<file path="config.mk">
export PLATFORM = sky130hd
export DESIGN_NAME = cla_serial_adder_ctrl
export DESIGN_NICKNAME = d
export VERILOG_FILES = /design/src/rtl/cla_serial_adder_ctrl_pkg.sv /design/src/rtl/cla_serial_adder_ctrl_cla_block.sv /design/src/rtl/cla_serial_adder_ctrl.sv
export SDC_FILE = /design/constraint.sdc
export NUM_CORES = 1
export LEC_CHECK = 0
export BUFFER_PORTS_ARGS = -buffer_cell sky130_fd_sc_hd__buf_2
export CAP_MARGIN = 20
export CORE_ASPECT_RATIO = 0.7
export CORE_UTILIZATION = 54
export DETAILED_ROUTE_END_ITERATION = 12
export GPL_ROUTABILITY_DRIVEN = 0
export GPL_TIMING_DRIVEN = 0
export MAX_ROUTING_LAYER = met4
export PLACE_DENSITY = 0.8
export SYNTH_ARGS = -nofsm -noshare
export SYNTH_HDL_FRONTEND = slang
export SYNTH_SLANG_ARGS = --single-unit
</file>
<file path="constraint.sdc">
create_clock -name clock -period 3.66 [get_ports clock]
set_input_delay 0.183 -clock clock [delete_from_list [all_inputs] [get_ports clock]]
set_output_delay 0.183 -clock clock [all_outputs]
set_load 0.05 [all_outputs]
</file>
<file path="src/rtl/cla_serial_adder_ctrl_pkg.sv">
// Shared definitions for the byte-serial carry-lookahead add/subtract controller.
package cla_serial_adder_ctrl_pkg;

    localparam int SLICE_W = 8;

    typedef enum logic [1:0] {
        IDLE = 2'd0,
        RUN  = 2'd1,
        DONE = 2'd2
    } state_t;

endpackage

</file>
<file path="src/rtl/cla_serial_adder_ctrl_cla_block.sv">
// Combinational 8-bit carry-lookahead slice: sum plus group generate/propagate.
// The slice's own carry out is left to the caller as g | (p & cin).
module cla_block
    import cla_serial_adder_ctrl_pkg::*;
(
    input  logic [SLICE_W-1:0] a,
    input  logic [SLICE_W-1:0] b,
    input  logic               cin,
    output logic [SLICE_W-1:0] s,
    output logic               g,
    output logic               p
);

    logic [SLICE_W-1:0] gen;
    logic [SLICE_W-1:0] prop;
    logic [SLICE_W:0]   carry;
    logic [SLICE_W-1:0] grp_gen;

    // Each carry is a flat sum of products over lower bit generates, so no
    // carry depends on another carry (lookahead rather than ripple).
    always_comb begin
        gen      = a & b;
        prop     = a ^ b;
        carry    = '0;
        grp_gen  = '0;
        carry[0] = cin;
        for (int i = 0; i < SLICE_W; i++) begin
            logic gterm;
            logic pchain;
            gterm  = 1'b0;
            pchain = 1'b1;
            for (int j = i; j >= 0; j--) begin
                gterm  = gterm | (gen[j] & pchain);
                pchain = pchain & prop[j];
            end
            grp_gen[i]   = gterm;
            carry[i + 1] = gterm | (pchain & cin);
        end
        s = prop ^ carry[SLICE_W-1:0];
        g = grp_gen[SLICE_W-1];
        p = &prop;
    end

endmodule

</file>
<file path="src/rtl/cla_serial_adder_ctrl.sv">
// Byte-serial add/subtract controller. One shared 8-bit CLA slice is stepped
// across the operands least-significant byte first; the inter-byte carry
// lives in carry_q.
//
// state | meaning
// ------+--------------------------------------------------------------
// IDLE  | waiting for a request; in_ready high unless reset
// RUN   | one byte per cycle through the slice, beat_q selects the byte
// DONE  | result/cout/overflow held, out_valid high until out_ready
module cla_serial_adder_ctrl
    import cla_serial_adder_ctrl_pkg::*;
#(
    parameter int WIDTH = 32
) (
    input  logic             clock,
    input  logic             reset,
    input  logic             in_valid,
    output logic             in_ready,
    input  logic [WIDTH-1:0] a,
    input  logic [WIDTH-1:0] b,
    input  logic             sub,
    output logic             out_valid,
    input  logic             out_ready,
    output logic [WIDTH-1:0] result,
    output logic             cout,
    output logic             overflow
);

    localparam int NSLICE = WIDTH / SLICE_W;
    localparam int BEAT_W = (NSLICE > 1) ? $clog2(NSLICE) : 1;
    localparam int IDX_W  = (WIDTH > 8) ? $clog2(WIDTH) : 3;
    localparam logic [BEAT_W-1:0] LAST_BEAT = BEAT_W'(NSLICE - 1);

    state_t             state_q;
    state_t             state_d;
    logic [BEAT_W-1:0]  beat_q;
    logic [WIDTH-1:0]   a_q;
    logic [WIDTH-1:0]   b_q;
    logic               carry_q;

    logic [IDX_W-1:0]   base;
    logic [SLICE_W-1:0] slice_a;
    logic [SLICE_W-1:0] slice_b;
    logic [SLICE_W-1:0] slice_s;
    logic               slice_g;
    logic               slice_p;
    logic               slice_cout;
    logic               msb_cin;
    logic               last_beat;

    assign in_ready  = (state_q == IDLE) && !reset;
    assign out_valid = (state_q == DONE);
    assign last_beat = (beat_q == LAST_BEAT);

    // Byte select feeding the shared slice, plus the carry into the top bit
    // recovered from the sum for signed overflow detection.
    always_comb begin
        base       = IDX_W'(beat_q) << $clog2(SLICE_W);
        slice_a    = a_q[base +: SLICE_W];
        slice_b    = b_q[base +: SLICE_W];
        slice_cout = slice_g | (slice_p & carry_q);
        msb_cin    = a_q[WIDTH-1] ^ b_q[WIDTH-1] ^ slice_s[SLICE_W-1];
    end

    cla_block u_cla (
        .a   (slice_a),
        .b   (slice_b),
        .cin (carry_q),
        .s   (slice_s),
        .g   (slice_g),
        .p   (slice_p)
    );

    // State register.
    always_ff @(posedge clock) begin
        if (reset) begin
            state_q <= IDLE;
        end else begin
            state_q <= state_d;
        end
    end

    // Next-state decode; a result handshake in DONE returns to IDLE only, so a
    // waiting request is picked up on the following cycle.
    always_comb begin
        state_d = state_q;
        unique case (state_q)
            IDLE: if (in_valid)  state_d = RUN;
            RUN:  if (last_beat) state_d = DONE;
            DONE: if (out_ready) state_d = IDLE;
            default:             state_d = IDLE;
        endcase
    end

    // Operand capture, per-beat slice write-back and final flag capture.
    // Subtract is A + ~B + 1, with the +1 entering as the first carry in.
    always_ff @(posedge clock) begin
        if (reset) begin
            beat_q   <= '0;
            a_q      <= '0;
            b_q      <= '0;
            carry_q  <= 1'b0;
            result   <= '0;
            cout     <= 1'b0;
            overflow <= 1'b0;
        end else begin
            unique case (state_q)
                IDLE: begin
                    if (in_valid) begin
                        a_q     <= a;
                        b_q     <= sub ? ~b : b;
                        carry_q <= sub;
                        beat_q  <= '0;
                        result  <= '0;
                    end
                end
                RUN: begin
                    result[base +: SLICE_W] <= slice_s;
                    carry_q                 <= slice_cout;
                    beat_q                  <= beat_q + 1'b1;
                    if (last_beat) begin
                        cout     <= slice_cout;
                        overflow <= msb_cin ^ slice_cout;
                    end
                end
                default: begin
                end
            endcase
        end
    end

endmodule

</file>
### Word level (Yosys, flattened, before mapping)

Cells that the tools add are included.

| word-level totals | value |
|---|---|
| word-level logic and storage cells | 147 |
| output and inout bits | 36 |
| bits of input ports | 69 |
| flip-flop bits (word level) | 103 |

| cells by class | value |
|---|---|
| equality and inequality tests | 6 |
| bitwise gates (word level) | 106 |
| mux-type cells | 12 |
| shift operators | 4 |
| reductions and logical operators | 9 |
| $add $sub $neg | 2 |

Operators by type and width:

| kind | number |
|---|---|
| 2-to-1 mux 32 bit | 2 |
| one-hot mux 32 bit (2 select lines) | 1 |
| indexed part select 32 x 6 -> 8 bit | 2 |
| bitwise AND 1 bit | 63 |
| bitwise OR 1 bit | 36 |
| bitwise mux 32 bit | 1 |
| NOT 32 bit | 1 |
| variable shift 8 x 7 -> 32 bit (first input constant) | 1 |
| indexed part select 8 x 7 -> 32 bit | 1 |
| bitwise XOR 8 bit | 2 |
| bitwise AND 8 bit | 1 |
| 2-to-1 mux 2 bit | 4 |
| AND reduction 8 bit | 1 |
| negator 5 -> 7 bit | 1 |
| one-hot mux 2 bit (3 select lines) | 1 |
| AND reduction 2 bit | 3 |
| == test 2 bit (second input constant) | 2 |
| != test 2 bit (second input constant) | 2 |
| one-hot mux 2 bit (2 select lines) | 1 |
| AND reduction 3 bit | 1 |
| bitwise XOR 1 bit | 3 |
| adder 2 x 1 -> 2 bit (second input constant) | 1 |
| == test 2 x 1 -> 1 bit (second input constant) | 1 |
| zero test 2 bit | 1 |
| 6 further kinds | 6 |

### Depth between registers and ports, before layout

| depth | value |
|---|---|
| depth in word-level cells | 14 |
| depth in mapped cells | 11 |
| mapped depth without buffers | 8 |

### Modules after synthesis

A second synthesis with hierarchy kept.

| second synthesis, totals | value |
|---|---|
| cell total of the unflattened synthesis | 541 |
| area total of the unflattened synthesis | 4888.4 µm² |

By module, submodules not included:

| module | instances | seq. area each (µm²) | cells an instance | area an instance (µm²) |
|---|---|---|---|---|
| cla_serial_adder_ctrl | 1 | 2062.0 | 499 | 4554.4 |
| cla_block | 1 | 0.0 | 42 | 334.1 |

### Least setup slack after synthesis

No wires, ideal clock.

| timing path | value |
|---|---|
| kind | reg-to-reg |
| start point | reg beat_q[0] |
| end point | reg overflow |
| data required time | 3.598 ns |
| library setup time | 0.062 ns |
| clock period less this slack | 3.334 ns |
| arrival time | 3.272 ns |
| slack | 0.326 ns |
| stages on the path, launching flop included | 11 |
| path buffers | 2 |
| path through | dfxtp_1 -> buf_2 -> buf_1 -> mux4_2 -> ha_1 -> a41oi_2 -> o21ai_2 -> a41o_4 -> mux2_4 -> or4_1 -> nand3_1 |

| between the ends | value |
|---|---|
| cells in the longest elaborated chain, start to end | 13 |
| elaborated cells between the ends (all ways) | 52 |
| classes of those cells | 1 x eq/ne; 2 x shift; 47 x bitwise; 2 x reduce/logical |

RTL lines:

| what | line | source |
|---|---|---|
| start, declared | cla_serial_adder_ctrl.sv:36 | `logic [BEAT_W-1:0] beat_q;` |
| start signal, assigned | cla_serial_adder_ctrl.sv:120 | `beat_q <= beat_q + 1'b1;` |
| indexed part select 32 x 6 -> 8 bit (on tied branches) | cla_serial_adder_ctrl.sv:59, cla_serial_adder_ctrl.sv:60 |  |
| bitwise AND 8 bit / bitwise XOR 8 bit (equally long branches) | cla_serial_adder_ctrl_cla_block.sv:22, cla_serial_adder_ctrl_cla_block.sv:23 |  |
| bitwise AND 1 bit (on tied branches) | cla_serial_adder_ctrl_cla_block.sv:33, cla_serial_adder_ctrl_cla_block.sv:34 |  |
| bitwise OR 1 bit (tied with other cells) (5 in a row) | cla_serial_adder_ctrl_cla_block.sv:33 | `gterm = gterm \| (gen[j] & pchain);` |
| bitwise OR 1 bit / bitwise AND 1 bit (equally long branches) | cla_serial_adder_ctrl_cla_block.sv:33, cla_serial_adder_ctrl_cla_block.sv:37 |  |
| bitwise OR 1 bit | cla_serial_adder_ctrl_cla_block.sv:37 | `carry[i + 1] = gterm \| (pchain & cin);` |
| bitwise XOR 8 bit | cla_serial_adder_ctrl_cla_block.sv:39 | `s = prop ^ carry[SLICE_W-1:0];` |
| bitwise XOR 1 bit | cla_serial_adder_ctrl.sv:62 | `msb_cin = a_q[WIDTH-1] ^ b_q[WIDTH-1] ^ slice_s[SLICE_W-1];` |
| bitwise XOR 1 bit | cla_serial_adder_ctrl.sv:123 | `overflow <= msb_cin ^ slice_cout;` |
| end signal, assigned | cla_serial_adder_ctrl.sv:123 |  |
| end, declared | cla_serial_adder_ctrl.sv:26 | `output logic overflow` |

Parallel ways exist; a longest one is shown, timed or not.
A chain may end at the register's enable or synchronous reset.

### Worst setup path in the final report

Same ends and word-level chain as after synthesis.

==> qor.yml <==
final_layout:
  design_area_um2: 5727
  final_cells: 765
  fill_cells: 706
  final_nets: 722
  area_delta_synth_final_pct: 21.18
  antenna_cells: 0
  drive_above_1_share_pct: 22.64
clock_tree:
  clk_pin_slew_worst_paths_ns: 0.07
  hold_buffers: 0
  ctsHtreeMaxLevel: 3
  cts_tree: "built"
  clock-sinks: 103
  clk_path_buf_depth: 2
  cts_made_buffers: 9
  cts_root_buf: "clkbuf_16"
  clk_latency_ns: 0.35
floorplan:
  die_y_um: 80.27
  num_rows: 28
  dieArea_um2: 9136
  die_x_um: 113.8
  design.core.area_um2: 8478
  start_util_pct: 55.74
  ios: 105
grt:
  grt_max_degree: 19
  grt_pass1_vias: 4198
  grt_pass1_wl_um: 20730
  overflow: 0
  grt_usage_pct: 31.05
  antenna_found_initial: 0
sta:
  clock_skew_ns: 0.01005
  finalHoldViolations: 0
  tightest_slew_ns: 1.093
  finalMaxSlewViolations: 0
  maxSlewHeadroom_pct: 26.48
  max_freq_mhz: 283.3
  period_share_pct: 96.45
  hold_ws_ns: 0.06739
  finalSetupViolCount: 0
  period_needed_ns: 3.530
  rsz0062_at_grt: "no"
critical_path:
  end_kind: "flop"
  critPathKind: "flop to flop"
  worstPathMaxFanout: 10
  worstPathArrival_ns: 3.82
  start_kind: "flop"
  crit_required_ns: 3.95
routing:
  drt-wirelength-per-cell_um: 17.11
  vias_per_cell: 5.733
  routed_wirelength_um: 13090
  drt_first_iter_violations: 369
  drc: 0
  drtPass1Iterations: 7
  ant_nets: 0
  vias: 4386
logic_synthesis:
  yosys_register_bits: 103
  syn_area_per_cell_um2: 8.984
  synth-edff-count: 0
  seq_area_frac_synth_pct: 43.63
  synth_area_leader_cell: "dfxtp_1"
  synth_area_um2: 4726
  synth_ff_type: "dfxtp_1"
  netlist_top_cells_count: "dfxtp_1, nand2_1, nor2_1, a21oi_1, xnor2_1"
  yosysUniqueCellTypes: 39
  async_reset_ff_share_pct: 0
  yosysTopAreaCellShare_pct: 43.63
  syn-instance-count: 526
  yosysMostFrequentCell: "dfxtp_1"
  yosysWarnings: 0
  synth_area_leaders: "dfxtp_1, mux4_2, xnor2_1"
  syn_nets: 608
pwr:
  report.power.total_mw: 2.758
  cellLeakagePower_nw: 2.309
  power.density_nw_per_um2: 481.7
  ir_drop_v: 0.0002875
placement:
  dpl.hpwl_um: 9699
  numPortBuffers: 103
  dpl_cell_area_um2: 5391
  dp.cells: 749
outcome:
  status: "complete, no violations"
hold_path:
  hp-class: "input port to flop"
run:
  maxCapViolCount: 0
[placed cells by master (no fill, tap or decap), types with 12 or more instances in the layout]
cell      instances
dfxtp_1         103
clkbuf_1         30
buf_2           105
a22oi_1          17
nand2_1          78
nor2_1           67
xnor2_1          35
a211oi_1         32
mux4_2           16
a21oi_1          50
ha_1             12
[critical path, stage by stage (launching register included)]
cell and delay [ns]:
dfxtp_1 0.36, buf_2 0.22, clkdlybuf4s15_2 0.50, mux4_2 0.60, ha_1 0.38, a21oi_1 0.17
nand2_1 0.08, a41o_4 0.27, mux2_4 0.32, or4_1 0.47, nand3_1 0.10
[power breakdown]
part	leakage [nW]	switching [mW]	total (mW)	internal, mW
logic	1.30	0.304	0.489	0.184
clock network	0.161	0.443	1.05	0.608
registers	0.843	0.0362	1.22	1.18
[routing by layer]
metal	GRT usage, %	vias up	routed length, um	part of all wire, %
li1	-	2075	-	-
met1	40.19	2065	5731	44
met2	48.60	219	5884	45
met3	5.962	27	1141	8.7
met4	11.95	0	331	2.5
met5	-	-	0	0
[logic make-up after synthesis]
family	synth area share, %
AO/OA/AOI/OAI	17.13
XOR/XNOR	7.043
adder cells (fa/ha/maj)	3.601
buffers and inverters	3.680
flip-flops	43.63
multiplexers	7.943
AND/OR/NAND/NOR	16.97
[timing repair]
action / in CTS / in global routing
cloned: 0 / 0
setup buffers: 0 / 0
endpoints found under the hold margin: 0 / 0
gates resized for setup: 3 / 1
pin swaps: 0 / 0
setup endpoints to repair: 1 / 2
[through the flow]
stage	utilization, %	setup TNS [ns]	setup slack [ns]
3_5_place_dp	63.59	-0.07877	-0.07877
3_3_place_gp	63.59	-0.02848	-0.02848
2_1_floorplan	-	0	0.3257
4_1_cts	67.53	0	0.01472
6_report	67.55	0	0.1300
5_1_grt	67.55	0	0.007603
[worst paths after layout]
kind | depth (start not counted) | to | slack, ns | start
min reg2reg | 2 | a_q[13] | 0.46 | a_q[13]
min | 3 | a_q[19] | 0.07 | a[19]
max | 10 | overflow | 0.13 | beat_q[0]
max reg2reg | 10 | overflow | 0.13 | beat_q[0]
[state kept, by name, summed over array words and instances (netlist names)]
signal	cells
a_q	32
b_q	32
beat_q	2
carry_q	1
cout	1
overflow	1
result	32
state_q	2
[layout make-up]
cell class / instances / area [um^2] / area share [%]
repair buffers: 103 / 515.5 / 9.002
clock buffers: 9 / 225.2 / 3.933
flip-flops and latches: 103 / 2062 / 36.01
well taps: 120 / 150.1 / 2.622
plain buffers: 38 / 153.9 / 2.687
clock inverters: 7 / 100.1 / 1.748
inverters: 8 / 30.03 / 0.5244
multi-input cells: 377 / 2490 / 43.48
(Power assumes the default switching activity.)
